[config.mk]
export PLATFORM = sky130hd
export DESIGN_NAME = bbox_draw
export DESIGN_NICKNAME = d
export VERILOG_FILES = /design/src/rtl/bbox_pkg.sv /design/src/rtl/bbox_addr_gen.sv /design/src/rtl/bbox_draw.sv
export SDC_FILE = /design/constraint.sdc
export NUM_CORES = 1
export LEC_CHECK = 0
export CORE_MARGIN = 2
export CORE_UTILIZATION = 35
export CTS_CLUSTER_DIAMETER = 30
export DETAILED_ROUTE_END_ITERATION = 16
export GPL_TIMING_DRIVEN = 0
export PLACE_DENSITY_LB_ADDON = 0.08
export SYNTH_ARGS = -nofsm -noshare
export SYNTH_HDL_FRONTEND = slang
export SYNTH_SLANG_ARGS = --single-unit
[constraint.sdc]
create_clock -name clk -period 9.8 [get_ports clk]
set_clock_uncertainty 0.2 [all_clocks]
set_input_delay 2.94 -clock clk [delete_from_list [all_inputs] [get_ports clk]]
set_output_delay 2.94 -clock clk [all_outputs]
set_load 0.03 [all_outputs]
[src/rtl/bbox_pkg.sv]
// Shared types and address helper for the bounding-box scanner and drawer.
// Frame buffer is bottom-up, 3 bytes per pixel, no row padding.
package bbox_pkg;

  localparam int COORD_W         = 11;
  localparam int BYTES_PER_PIXEL = 3;

  typedef enum logic [1:0] {
    IDLE,
    WRITE,
    DONE
  } state_t;

  // Byte address of component c of pixel (x,y); row 0 is stored last in memory.
  function automatic logic [31:0] pixel_addr(
    input logic [31:0] width,
    input logic [31:0] height,
    input logic [31:0] x,
    input logic [31:0] y,
    input logic [31:0] c
  );
    logic [31:0] bpp;
    bpp = 32'(BYTES_PER_PIXEL);
    return (height - 32'd1 - y) * width * bpp + x * bpp + c;
  endfunction

endpackage

[src/rtl/bbox_addr_gen.sv]
// Maps a pixel coordinate and colour component onto a frame-buffer byte address.
module bbox_addr_gen
  import bbox_pkg::*;
#(
  parameter int WIDTH  = 100,
  parameter int HEIGHT = 100
) (
  input  logic [COORD_W-1:0] x,
  input  logic [COORD_W-1:0] y,
  input  logic [1:0]         c,
  output logic [31:0]        addr
);

  assign addr = pixel_addr(32'(WIDTH), 32'(HEIGHT), 32'(x), 32'(y), 32'(c));

endmodule

[src/rtl/bbox_draw.sv]
// Draws a rectangle outline into the frame buffer, one byte write per cycle.
// Define BBOX_FILL_EN to fill the whole box instead of drawing its outline.
module bbox_draw
  import bbox_pkg::*;
#(
  parameter int         WIDTH  = 100,
  parameter int         HEIGHT = 100,
  parameter logic [7:0] COLOR0 = 8'd0,
  parameter logic [7:0] COLOR1 = 8'd0,
  parameter logic [7:0] COLOR2 = 8'd255
) (
  input  logic               clk,
  input  logic               rst_n,
  input  logic               start,
  output logic               done,
  output logic               err,
  input  logic [COORD_W-1:0] x_min,
  input  logic [COORD_W-1:0] x_max,
  input  logic [COORD_W-1:0] y_min,
  input  logic [COORD_W-1:0] y_max,
  output logic [31:0]        addr,
  output logic [15:0]        wrdata,
  output logic               wren,
  input  logic               wr_ready
);

  localparam logic [COORD_W-1:0] X_LIM = COORD_W'(WIDTH - 1);
  localparam logic [COORD_W-1:0] Y_LIM = COORD_W'(HEIGHT - 1);
`ifdef BBOX_FILL_EN
  localparam bit FILL = 1'b1;
`else
  localparam bit FILL = 1'b0;
`endif

  function automatic logic [7:0] colour(input logic [1:0] k);
    case (k)
      2'd0:    return COLOR0;
      2'd1:    return COLOR1;
      default: return COLOR2;
    endcase
  endfunction

  state_t             state;
  logic               arm;   // coordinates captured, validity check pending
  logic [COORD_W-1:0] x_lo, x_hi, y_lo, y_hi;
  logic [COORD_W-1:0] x, y;
  logic [1:0]         c;

  logic [COORD_W-1:0] cx_lo, cx_hi, cy_lo, cy_hi;
  assign cx_lo = (x_min > X_LIM) ? X_LIM : x_min;
  assign cx_hi = (x_max > X_LIM) ? X_LIM : x_max;
  assign cy_lo = (y_min > Y_LIM) ? Y_LIM : y_min;
  assign cy_hi = (y_max > Y_LIM) ? Y_LIM : y_max;

  // Next (x,y,c) after the current transfer; interior rows only visit the two side columns.
  logic [COORD_W-1:0] nx, ny;
  logic [1:0]         nc;
  logic               last;
  logic               full_row;

  // NOTE: every always_comb output gets a default first so no path leaves it unassigned, which would infer a latch.
  always_comb begin
    nx       = x;
    ny       = y;
    nc       = c + 2'd1;
    last     = 1'b0;
    full_row = FILL || (y == y_lo) || (y == y_hi);
    if (c == 2'd2) begin
      nc = 2'd0;
      if (full_row && (x != x_hi)) begin
        nx = x + 1'b1;
      end else if (!full_row && (x == x_lo) && (x_lo != x_hi)) begin
        nx = x_hi;
      end else begin
        nx   = x_lo;
        ny   = y + 1'b1;
        last = (y == y_hi);
      end
    end
  end

  logic [COORD_W-1:0] gx, gy;
  logic [1:0]         gc;
  logic [31:0]        gaddr;

  always_comb begin
    if (arm) begin
      gx = x_lo;
      gy = y_lo;
      gc = 2'd0;
    end else begin
      gx = nx;
      gy = ny;
      gc = nc;
    end
  end

  bbox_addr_gen #(
    .WIDTH (WIDTH),
    .HEIGHT(HEIGHT)
  ) u_addr_gen (
    .x   (gx),
    .y   (gy),
    .c   (gc),
    .addr(gaddr)
  );

  // NOTE: state registers use non-blocking assignments so every flop samples the pre-edge values of the others.
  always_ff @(posedge clk) begin
    if (!rst_n) begin
      state  <= IDLE;
      arm    <= 1'b0;
      done   <= 1'b0;
      err    <= 1'b0;
      wren   <= 1'b0;
      addr   <= '0;
      wrdata <= '0;
      x_lo   <= '0;
      x_hi   <= '0;
      y_lo   <= '0;
      y_hi   <= '0;
      x      <= '0;
      y      <= '0;
      c      <= '0;
    end else begin
      case (state)
        IDLE, DONE: begin
          if (arm) begin
            arm <= 1'b0;
            if ((x_lo > x_hi) || (y_lo > y_hi)) begin
              state <= DONE;
              done  <= 1'b1;
              err   <= 1'b1;
            end else begin
              state  <= WRITE;
              x      <= x_lo;
              y      <= y_lo;
              c      <= 2'd0;
              wren   <= 1'b1;
              addr   <= gaddr;
              wrdata <= {8'h00, colour(2'd0)};
            end
          end else if (start) begin
            state <= IDLE;
            arm   <= 1'b1;
            done  <= 1'b0;
            err   <= 1'b0;
            x_lo  <= cx_lo;
            x_hi  <= cx_hi;
            y_lo  <= cy_lo;
            y_hi  <= cy_hi;
          end
        end
        WRITE: begin
          if (wr_ready) begin
            if (last) begin
              state <= DONE;
              done  <= 1'b1;
              wren  <= 1'b0;
            end else begin
              x      <= nx;
              y      <= ny;
              c      <= nc;
              addr   <= gaddr;
              wrdata <= {8'h00, colour(nc)};
            end
          end
        end
        default: state <= IDLE;
      endcase
    end
  end

endmodule

==> impl_metrics.tcl, run 1 <==
set metrics [dict create \
    die_w_um 175.1 \
    cp_max_fo 6 \
    finalCoreUtilization 0.4315 \
    portBuffers 90 \
    diodes 0 \
    first_global_vias 9356 \
    ff2ff_path_depth 39 \
    cts_max_level 3 \
    ys_top_cells_by_area "dfxtp_1, ha_1, xnor2_1" \
    rr_endpoint "addr[29]" \
    slew_headroom 0.3331 \
    synth_most_common_cell "nor2_1" \
    grt_usage 0.2152 \
    clkSlewWorstSetupHoldPaths_ns 0.08 \
    insertion_delay_ns 0.37 \
    synth_seq_cells 107 \
    hold_end "addr[9]" \
    path_delay_family "simple AND/OR/NAND/NOR gates" \
    drtIter0Drc 604 \
    syn_to_final_growth_pct 21.23 \
    ys_types 86 \
    tightest_slew_ns 1.000 \
    fin_crit_sh 0.9525 \
    netlist_top_cells_count "nor2_1, a21oi_1, dfxtp_1" \
    cp_num_buf_inv 3 \
    cp_slowest_stage_delay_ns 0.47 \
    die-area_um2 30650 \
    reg2reg_slack_ns 0.47 \
    final_antenna_net_count 0 \
    worstHoldStart "addr[9]" \
    wl_um 33100 \
    synth-async-reset-ratio 0 \
    fin_nets 1594 \
    hpwlAfterDp_um 25700 \
    postSynthAreaPerCell_um2 7.887 \
    crit_arrival_ns 9.35 \
    antenna_found_initial 0 \
    synth_warnings 0 \
    core_area_um2 28780 \
    synth_seq_area_share 0.2091 \
    grt_pass1_wl_um 51620 \
    r2r-start "x_lo[5]" \
    hp-class "reg2reg" \
    ys.flop_type "dfxtp_1" \
    endpoint_kind "flop" \
    fmax_mhz 107.1 \
    cp-start-kind "flop" \
    cp_slowest_cell "fa_1" \
    holdPathStages 2 \
    status "finished clean" \
    synth-edff-count 0 \
    grt.overflow.total 0 \
    drt_first_pass_iters 5 \
    drive_above_1_share 0.1115 \
    vias 9644 \
    cts-root-buf "clkbuf_16" \
    finalSetupTns_ns 0 \
    place.gp.congestion 0.8587 \
    critPathMostFrequentCell "ha_1" \
    dieHeight_um 175.1 \
    synth_top_area_cell "dfxtp_1" \
    path_class "reg2reg" \
    io_pins 99 \
    period_needed_ns 9.335 \
    maxCapViolCount 0 \
    rows 62 \
    drc 0 \
    required_ns 9.81 \
    clockBufferDepth 2 \
    wire_per_inst_um 18.29 \
    clock-sinks 107 \
    holdBufCountCts 0 \
    finalHoldViolCount 0 \
    setup_viol 0 \
    via_per_inst 5.328 \
    synth_top_area_share 0.2091 \
    grt_start_max_net_pins 19 \
    syn_area_um2 10240 \
    start_util 0.3560 \
    postSynthCellCount 1299 \
    maxSlewViolCount 0 \
    cts_buffers 9 \
    cts_tree "built" \
]
==> registers in the layout, indices dropped and copies added (netlist names) <==
name and count:
addr 32, arm 1, c 2, done 1, err 1, state 2, wrdata 1, wren 1
x 11, x_hi 11, x_lo 11, y 11, y_hi 11, y_lo 11
==> worst register-to-register path, delay by kind of cell, from the launching register on <==
family | cells | cell delay, ns
AND/OR/NAND/NOR | 15 | 2.93
adder cells (fa/ha/maj) | 7 | 2.36
buffers and inverters | 3 | 0.46
XOR/XNOR | 4 | 0.87
AO/OA/AOI/OAI | 10 | 1.95
flip-flops | 1 | 0.41
==> cell type report <==
class,instances,area [um2]
inverter,96,365.4
clock inverter,5,45.04
tap,384,480.5
fill,2939,16360
multi-input combinational,1023,7704
buffer,79,402.9
clock buffer,11,252.7
timing repair buffer,105,1017
sequential,107,2152
==> placed cells by master, fill, tap and decap left out, types with 26 or more instances in the layout <==
| master | count |
|---|---|
| nor2_1 | 121 |
| nand2_1 | 99 |
| dfxtp_1 | 99 |
| ha_1 | 97 |
| a21oi_1 | 96 |
| inv_1 | 93 |
| clkdlybuf4s50_1 | 90 |
| xnor2_1 | 63 |
| clkbuf_1 | 45 |
| o21ai_0 | 43 |
| xor2_1 | 41 |
| a211oi_1 | 35 |
| buf_4 | 33 |
| nand3_1 | 30 |
| nor3_1 | 26 |
==> per-layer routing <==
metal  global-route usage  share of wire
met5                    0              0
met3              0.02763          0.041
met1               0.2864           0.47
met4              0.06354          0.022
met2               0.3636           0.46
==> cell families after synthesis <==
logic type               synth area share
flip-flops                         0.2091
AND/OR/NAND/NOR                    0.2037
AO/OA/AOI/OAI                      0.2313
multiplexers                      0.01099
buffers and inverters             0.07523
XOR/XNOR                          0.09905
adder cells (fa/ha/maj)            0.1702
other                           0.0003660
==> metrics by stage <==
step                hold WS [ns]  std cells  instance area [um2]  setup WS [ns]
floorplan                 0.2454       1306                10270         0.5871
global placement          0.2454       1780                11650         -1.790
detailed placement        0.2463       1780                11650         -1.709
CTS                       0.2562       1803                12170       0.002812
global route              0.2809       1810                12420       -0.01525
finish                    0.2539       1810                12420         0.4651
==> repair_timing <==
| item | CTS | global route |
|---|---|---|
| gates resized for setup | 30 | 41 |
| gates cloned | 0 | 0 |
| setup endpoints to repair | 11 | 7 |
| setup buffers | 8 | 7 |
| pin swaps | 8 | 15 |
==> worst max path at each step <==
stage | start | endpoint | slack, ns | cells past startpoint
detailed placement | x[3] | addr[31] | -1.71 | 40
CTS | x_hi[5] | addr[31] | 0.003 | 41
floorplan | x_hi[7] | addr[31] | 0.59 | 41
global placement | x[3] | addr[31] | -1.79 | 40
global route | x_hi[5] | addr[29] | -0.02 | 39
finish | x_lo[5] | addr[29] | 0.47 | 39
Power of run 1 is not shown: default switching activity piles up to over one toggle a cycle in this logic, so the estimate is an artifact.
==> run 2: changes to the inputs <==
--- a/config.mk
+++ b/config.mk
@@ -6,11 +6,12 @@
 export NUM_CORES = 1
 export LEC_CHECK = 0
 export CORE_MARGIN = 2
-export CORE_UTILIZATION = 35
+export CORE_UTILIZATION = 54
 export CTS_CLUSTER_DIAMETER = 30
 export DETAILED_ROUTE_END_ITERATION = 16
 export GPL_TIMING_DRIVEN = 0
 export PLACE_DENSITY_LB_ADDON = 0.08
+export SLEW_MARGIN = 30
 export SYNTH_ARGS = -nofsm -noshare
 export SYNTH_HDL_FRONTEND = slang
 export SYNTH_SLANG_ARGS = --single-unit
==> impl_metrics.tcl, run 2 (synthesis results as in run 1) <==
set metrics [dict create \
    largest_register_ffs 32 \
    required_ns 9.81 \
    grt_usage 0.3053 \
    top_usage_layer "met2" \
    drt_first_pass_iters 5 \
    drive_above_1_share 0.1132 \
    final_cells 1656 \
    maxCapViolCount 0 \
    regArea_um2 2151 \
    post-place-cells 1630 \
    io_pins 99 \
    period_needed_ns 9.442 \
    grt_start_max_net_pins 20 \
    nFillCells 1625 \
    hp-class "reg2reg" \
    cp-start-kind "flop" \
    status "finished clean" \
    layout_common_cells "nor2_1, dfxtp_1, nand2_1" \
    multi_input_area_um2 7789 \
    rr_endpoint "addr[31]" \
    clockBufferDepth 2 \
    cts_buffers 9 \
    grt.met3_usage 0.04894 \
    first_global_vias 9557 \
    dieHeight_um 141.7 \
    cp_max_fo 7 \
    reg2reg_slack_ns 0.36 \
    slew_headroom 0.4424 \
    final_antenna_net_count 0 \
    portBuffers 90 \
    core_area_um2 18640 \
    crit_end "addr[31]" \
    fmax_mhz 105.9 \
    cts_max_level 3 \
    r2r-start "x_hi[6]" \
    finalCoreUtilization 0.6585 \
    die-area_um2 20090 \
    largest_register "addr" \
    endpoint_kind "flop" \
    syn_to_final_growth_pct 19.82 \
    finalHoldViolCount 0 \
    rows 50 \
    final_common_cell "nor2_1" \
    setup_viol 0 \
    via_per_inst 5.931 \
    start_util 0.5495 \
    hpwlAfterDp_um 23700 \
    wl_um 30920 \
    antenna_found_initial 0 \
    drc 0 \
    cts-root-buf "clkbuf_16" \
    tightest_slew_ns 0.8363 \
    diodes 0 \
    wire_per_inst_um 18.67 \
    fin_nets 1590 \
    insertion_delay_ns 0.37 \
    fin_crit_sh 0.9635 \
    grt_pass1_wl_um 48610 \
    crit_arrival_ns 9.46 \
    ff2ff_path_depth 42 \
    holdBufCountCts 0 \
    grt.overflow.total 0 \
    maxSlewViolCount 0 \
    crit_path_start "x_hi[6]" \
    cp_slowest_cell "fa_1" \
    drtIter0Drc 508 \
    grt_use_met2 0.5268 \
    cp_slowest_stage_delay_ns 0.53 \
    die_w_um 141.7 \
    gr-usage-met1 0.3847 \
    clock-sinks 107 \
    place.gp.congestion 0.9857 \
    path_class "reg2reg" \
    critPathMostFrequentCell "ha_1" \
    vias 9822 \
    cts_tree "built" \
    clkSlewWorstSetupHoldPaths_ns 0.08 \
]
## run 2: area by class of cell
| type | count | share of cell area |
|---|---|---|
| clock buffer | 9 | 0.01835 |
| clock inverter | 7 | 0.004994 |
| tap | 234 | 0.02385 |
| sequential | 107 | 0.1752 |
| buffer | 78 | 0.03262 |
| multi-input combinational | 1023 | 0.6345 |
| inverter | 96 | 0.02976 |
| timing repair buffer | 102 | 0.08073 |
## run 2: how the worst min path moves through the flow
stage / start / endpoint / slack, ns / cells past startpoint
2_1_floorplan: y_hi[10] / y_hi[10] / 0.25 / 2
3_3_place_gp: addr[1] / addr[1] / 0.24 / 2
3_5_place_dp: addr[12] / addr[12] / 0.24 / 2
4_1_cts: addr[12] / addr[12] / 0.26 / 2
5_1_grt: addr[4] / addr[4] / 0.28 / 2
6_report: addr[12] / addr[12] / 0.26 / 2
## run 2: through the flow
| step | setup TNS [ns] | setup WS [ns] | hold WS, ns | area (um2) |
|---|---|---|---|---|
| after global routing | -0.06668 | -0.06668 | 0.2771 | 12280 |
| after detailed placement | -8.972 | -1.491 | 0.2442 | 11470 |
| final | 0 | 0.3577 | 0.2555 | 12280 |
| after global placement | -7.697 | -1.384 | 0.2419 | 11460 |
| after floorplan | 0 | 0.5871 | 0.2454 | 10270 |
| after CTS | 0 | 0.02492 | 0.2553 | 11950 |
## run 2: worst max-delay path, delay by kind of cell, from the launching register on
| family | cells | cell delay (ns) |
|---|---|---|
| simple gates | 15 | 2.88 |
| xor+xnor | 3 | 0.74 |
| fa+ha+maj | 6 | 2.08 |
| compound gates | 12 | 2.27 |
| flops | 1 | 0.37 |
| buf+inv | 5 | 0.46 |
| mux | 1 | 0.25 |
## run 2: what timing repair did
| action | 4_1_cts | 5_1_grt |
|---|---|---|
| pin swaps | 5 | 16 |
| setup buffers | 7 | 5 |
| hold endpoints to repair | 0 | 0 |
| gates cloned | 0 | 0 |
| gates resized for setup | 28 | 56 |
| setup endpoints to repair | 11 | 7 |
## run 2: per-layer routing
layer | part of all wire | up-vias
li1 | - | 4809
met1 | 0.43 | 4634
met2 | 0.48 | 312
met3 | 0.057 | 67
met4 | 0.035 | 0
met5 | 0 | -
Power of run 2 is left out for the same reason.
